**src/rtl/alu_entry_pkg.sv**
```systemverilog
// Shared types and constants for the operand entry block.
// Latency: n/a (declarations only).
// Backpressure: n/a.
package alu_entry_pkg;

    // Entry FSM states; encodings are shown on a display, so keep them fixed.
    typedef enum logic [2:0] {
        A_LO  = 3'd0,
        A_HI  = 3'd1,
        B_LO  = 3'd2,
        B_HI  = 3'd3,
        OP    = 3'd4,
        VALID = 3'd5
    } entry_state_t;

    // 10 ms of stable level at 50 MHz.
    localparam int DEBOUNCE_DEFAULT = 500000;

endpackage

```
**src/rtl/alu_operand_entry_key_debounce.sv**
```systemverilog
// Per-key two-flop synchronizer, counter debouncer and press pulse generator.
// Latency: 2 sync cycles + DEBOUNCE_CYCLES stable cycles; press is a registered output.
// Backpressure: none; a held key yields a single pulse on its debounced 1->0 edge.
module key_debounce
    import alu_entry_pkg::*;
#(
    parameter int DEBOUNCE_CYCLES = DEBOUNCE_DEFAULT
) (
    input  logic clk,
    input  logic rst,
    input  logic key,
    output logic level,
    output logic press
);

    localparam int CW = (DEBOUNCE_CYCLES > 1) ? $clog2(DEBOUNCE_CYCLES) : 1;
    localparam logic [CW-1:0] TERM = CW'(DEBOUNCE_CYCLES - 1);

    logic          sync_1;
    logic          sync_2;
    logic [CW-1:0] cnt;

    // Synchronize, count consecutive disagreeing cycles, flip level on the last one.
    always_ff @(posedge clk) begin
        if (rst) begin
            sync_1 <= 1'b1;
            sync_2 <= 1'b1;
            level  <= 1'b1;
            cnt    <= '0;
            press  <= 1'b0;
        end else begin
            sync_1 <= key;
            sync_2 <= sync_1;
            press  <= 1'b0;
            if (sync_2 != level) begin
                if (cnt == TERM) begin
                    level <= sync_2;
                    cnt   <= '0;
                    // Only a released->pressed flip is a press.
                    press <= level;
                end else begin
                    cnt <= cnt + CW'(1);
                end
            end else begin
                cnt <= '0;
            end
        end
    end

endmodule

```
**src/rtl/alu_operand_entry.sv**
```systemverilog
// Pushbutton/switch operand entry: builds 32-bit A and B plus a 4-bit opcode, then offers them.
// Latency: outputs update one cycle after a debounced press pulse; optional KEY[2] sign-extend under ALU_ENTRY_SIGNEXT_EN.
// Backpressure: op_valid holds in VALID until op_ready; state returns to A_LO the cycle after acceptance.
module alu_operand_entry
    import alu_entry_pkg::*;
#(
    parameter int DEBOUNCE_CYCLES = DEBOUNCE_DEFAULT
) (
    input  logic        CLOCK_50,
    input  logic        RST,
    input  logic [3:0]  KEY,
    input  logic [17:0] SW,
    output logic [31:0] portA,
    output logic [31:0] portB,
    output logic [3:0]  aluop,
    output logic        op_valid,
    input  logic        op_ready,
    output logic [2:0]  entry_state
);

    entry_state_t state, state_nxt;
    logic [31:0]  a_nxt, b_nxt;
    logic [3:0]   op_nxt;
    logic [15:0]  sw_s1, sw_s2;
    logic [3:0]   key_level;
    logic [3:0]   press;

    for (genvar i = 0; i < 4; i++) begin : g_key
        key_debounce #(
            .DEBOUNCE_CYCLES(DEBOUNCE_CYCLES)
        ) u_key (
            .clk  (CLOCK_50),
            .rst  (RST),
            .key  (KEY[i]),
            .level(key_level[i]),
            .press(press[i])
        );
    end

    // Switch synchronizer; only the low 16 switches are meaningful.
    always_ff @(posedge CLOCK_50) begin
        if (RST) begin
            sw_s1 <= '0;
            sw_s2 <= '0;
        end else begin
            sw_s1 <= SW[15:0];
            sw_s2 <= sw_s1;
        end
    end

    // State and operand registers.
    always_ff @(posedge CLOCK_50) begin
        if (RST) begin
            state <= A_LO;
            portA <= '0;
            portB <= '0;
            aluop <= '0;
        end else begin
            state <= state_nxt;
            portA <= a_nxt;
            portB <= b_nxt;
            aluop <= op_nxt;
        end
    end

    // Next state: clear beats everything, VALID only listens to the handshake,
    // then enter, then (optionally) sign-extend entry.
    always_comb begin
        state_nxt = state;
        a_nxt     = portA;
        b_nxt     = portB;
        op_nxt    = aluop;
        if (press[1]) begin
            state_nxt = A_LO;
            a_nxt     = '0;
            b_nxt     = '0;
            op_nxt    = '0;
        end else if (state == VALID) begin
            if (op_ready) begin
                state_nxt = A_LO;
            end
        end else if (press[0]) begin
            case (state)
                A_LO:    begin a_nxt[15:0]  = sw_s2;      state_nxt = A_HI;  end
                A_HI:    begin a_nxt[31:16] = sw_s2;      state_nxt = B_LO;  end
                B_LO:    begin b_nxt[15:0]  = sw_s2;      state_nxt = B_HI;  end
                B_HI:    begin b_nxt[31:16] = sw_s2;      state_nxt = OP;    end
                OP:      begin op_nxt       = sw_s2[3:0]; state_nxt = VALID; end
                default: state_nxt = A_LO;
            endcase
`ifdef ALU_ENTRY_SIGNEXT_EN
        end else if (press[2]) begin
            if (state == A_LO) begin
                a_nxt     = {{16{sw_s2[15]}}, sw_s2};
                state_nxt = B_LO;
            end else if (state == B_LO) begin
                b_nxt     = {{16{sw_s2[15]}}, sw_s2};
                state_nxt = OP;
            end
`endif
        end
    end

    assign op_valid    = (state == VALID);
    assign entry_state = state;

    // KEY[3], the debounced levels and the top switches are intentionally unused.
    logic unused_ok;
    assign unused_ok = ^{SW[17:16], key_level, press[3], press[2]};

endmodule

```
**config.mk**
```make
export PLATFORM = sky130hd
export DESIGN_NAME = alu_operand_entry
export DESIGN_NICKNAME = d
export VERILOG_FILES = /design/src/rtl/alu_entry_pkg.sv /design/src/rtl/alu_operand_entry_key_debounce.sv /design/src/rtl/alu_operand_entry.sv
export SDC_FILE = /design/constraint.sdc
export NUM_CORES = 1
export LEC_CHECK = 0
export ABC_AREA = 1
export CAP_MARGIN = 25
export CORE_MARGIN = 1
export CORE_UTILIZATION = 50
export DETAILED_ROUTE_END_ITERATION = 8
export HOLD_SLACK_MARGIN = 0.05
export PLACE_DENSITY_LB_ADDON = 0.25
export REMOVE_ABC_BUFFERS = 1
export SLEW_MARGIN = 10
export SYNTH_ARGS = -nofsm -noshare
export SYNTH_HDL_FRONTEND = slang
export SYNTH_SLANG_ARGS = --single-unit
```
**constraint.sdc**
```tcl
create_clock -name CLOCK_50 -period 2 [get_ports CLOCK_50]
set_input_delay 0.4 -clock CLOCK_50 [delete_from_list [all_inputs] [get_ports CLOCK_50]]
set_output_delay 0.4 -clock CLOCK_50 [all_outputs]
set_load 0.005 [all_outputs]
```
==> results.ini <==
[outcome]
status = completed

[sta]
whs_ps = 397
rsz0062_at_grt = false
slew_viol_final = 0
fin_worst_skew_ps = 9.07
finalHoldViolCount = 0
timing.fmax_mhz = 537
fin_crit_sh_pct = 93.1
setup_violations = 0
tightest_slew_ps = 523
max-slew-margin-rel_pct = 65.1
period_minus_slack_ps = 1860

[worst_hold_path]
hp-class = reg2reg

[synth]
ys_ff_latch = 149
synth_xor_area_share_pct = 2.48
yosysMostFrequentCell = nor2_1
synth_area_um2 = 5650
yosysWarnings = 0
synth-async-reset-ratio_pct = 0
synth-adder-area-share_pct = 0.443
synth_top_family_by_area = simple AND/OR/NAND/NOR gates
yosys.area.top_type = dfxtp_1
synth_compound_area_share_pct = 8.69
netlist_instances = 744
synth_flop_cell = dfxtp_1
avgSynthCellArea_um2 = 7.59
synth-seq-area-share_pct = 52.8
synth_commonest_cells = nor2_1 (210), dfxtp_1 (149), nand2_1 (93)
yosysUniqueCellTypes = 25
muxShareOfSynthArea_pct = 0
synth-simple-area-share_pct = 28.3
synth_edf_count = 0
synth_top_area_share_pct = 52.8
synthTopCellsByArea = dfxtp_1 (53%), nor2_1 (14%), nand2_1 (6.2%)

[worst_setup_path]
cp.arrival_ps = 1460
critical_path.max_stage_delay_ps = 560
required_ps = 1600
critical_path_buf_inv_count = 1
crit_type = reg2out
endpoint_kind = output port
crit_slowest_cell = clkdlybuf4s50_1
cp_max_fo = 6
cpLargestDelayFamily = buffers and inverters
critPathLaunchType = flop
crit_chain = clkdlybuf4s50_1

[placement]
port_buffers = 92
place_congestion = 0.890
dp_hpwl_um = 8710
place_area_um2 = 6650

[drt]
ant_nets = 0
drt_iter0_drc = 267
viasPerCell = 4.96
routedWlPerCell_um = 12.3
via_count = 4909
drt-pass1-iter-count = 5
drt-total-wl_um = 12200
drc = 0

[power_and_ir_drop]
p_switching_mw = 1.38
p_leak_nw = 2.63
swShare_pct = 22.3
pwr-share-seq_pct = 48.8
vdd_drop_max_v = 0.000586
power.clock.fraction_pct = 48.9
finalPower_mw = 6.19
combPwrFrac_pct = 2.3
intPower_mw = 4.81
powerDensity_nw_per_um2 = 856

[grt]
grt_pass1_wl_um = 20900
gr-total-overflow = 0
antenna_found_initial = 0
grt_pass1_vias = 4655
grt_use_total_pct = 22.6
grt_max_degree = 31

[layout]
antenna-diode-count = 0
final_area_um2 = 7240
drive_above_1_share_pct = 7.53
area_delta_synth_final_pct = 28.2
seq_area_um2 = 2990
multi_input_area_um2 = 2260
layout.nets = 864
n_fill_cell = 945

[clock_network]
cts_buffers = 17
cts-root-buf = clkbuf_16
cts.path.max_buffers = 2
clkTransAtPathRegs_ps = 70
cts_hold_buf = 0
cts_num_sinks = 149
tritoncts = yes
clkLatencyLatePin_ps = 410
htreeDepth = 4

[die]
start_util_pct = 51.6
die_h_um = 108
rows = 38
die_x_um = 108
ios = 97
dieArea_um2 = 11700
core_area_um2 = 10900

[run]
maxCapViolCount = 0

-- timing repair --
| action | CTS | global route |
|---|---|---|
| endpoints found under the setup margin | 1 | 0 |
| gates resized for setup | 6 | 0 |
| setup buffers | 0 | 0 |
-- per-layer routing --
metal  global-route usage [%]  wire, um
met5                        0         0
met4                     8.69       240
met3                     5.00       545
met2                     37.8      5800
met1                     28.5      5560
-- power groups by stage --
stage / sequential, mW / clock [mW] / combinational [mW]
floorplan: 3.08 / 0 / 0.0679
global placement: 3.09 / 0 / 0.138
detailed placement: 3.09 / 0 / 0.141
CTS: 3.02 / 3.08 / 0.142
global route: 3.03 / 3.24 / 0.159
finish: 3.02 / 3.03 / 0.140
-- placed cells by master, fill, tap and decap left out --
| master | synthesis | layout |
|---|---|---|
| xor2_1 | 15 | 15 |
| xnor2_1 | 1 | 1 |
| nand4_1 | 10 | 10 |
| nor3_4 | 1 | 1 |
| buf_4 | 5 | 6 |
| nor2_1 | 210 | 209 |
| nand3_1 | 41 | 41 |
| nor2_2 | 2 | 2 |
| nor2_4 | 0 | 1 |
| dfxtp_1 | 149 | 147 |
| clkinvlp_4 | 0 | 6 |
| or2_2 | 7 | 7 |
| inv_1 | 67 | 67 |
| or2_0 | 2 | 2 |
| a21oi_1 | 36 | 36 |
| dfxtp_2 | 0 | 1 |
| nand3_2 | 1 | 1 |
| clkbuf_1 | 13 | 1 |
| nand3b_1 | 4 | 4 |
| ha_1 | 2 | 2 |
| nand2_4 | 1 | 1 |
| nand2_1 | 93 | 92 |
| clkdlybuf4s50_1 | 0 | 91 |
| nand2_2 | 5 | 6 |
| o21ai_0 | 62 | 62 |
| bufinv_16 | 0 | 1 |
| inv_6 | 0 | 5 |
| nor3_1 | 5 | 5 |
| dfxtp_4 | 0 | 1 |
| inv_2 | 6 | 6 |
| dlygate4sd2_1 | 0 | 1 |
| clkbuf_16 | 0 | 17 |
| inv_8 | 0 | 2 |
-- worst paths after layout --
kind                                             from                     end  slack [ps]  cells past startpoint
worst max-delay path                   entry_state[1]          entry_state[1]         140                      1
worst min-delay path                        sw_s1[15]               sw_s2[15]         400                      2
worst max register to register  g_key[1].u_key.cnt[0]  g_key[1].u_key.cnt[18]         280                      8
worst min register to register              sw_s1[15]               sw_s2[15]         400                      2
-- registers in the layout, summed over array words and instances (netlist names), 3 cells and up --
name / flops
portB: 32
sw_s2: 16
g_key.u_key.cnt: 38
aluop: 4
sw_s1: 16
entry_state: 3
portA: 32
-- cell families after synthesis --
kind of cell / count (synthesis)
buf+inv: 97
xor+xnor: 16
simple gates: 382
flops: 149
fa+ha+maj: 2
compound gates: 98
-- per-stage QoR --
step	utilization (%)	setup WS, ps	setup TNS, ps	instances
after global routing	66.2	82.0	0	990
final	66.2	138	0	990
after floorplan	-	-405	-8040	720
after global placement	60.8	215	0	958
after CTS	66.2	128	0	990
after detailed placement	60.8	106	0	958
-- layout make-up --
type	count	area share [%]
flip-flops and latches	149	41.3
multi-input cells	498	31.3
repair buffers	98	13.3
clock buffers	18	5.93
inverters	73	3.79
well taps	140	2.42
clock inverters	14	1.95
-- tightest hold or removal path, delay by kind of cell (launching register included) --
family	cells	cell delay [ps]
DFF	1	290
and+or+nand+nor	1	30
buffers and inverters	1	40
Power figures use the tool's default switching activity.
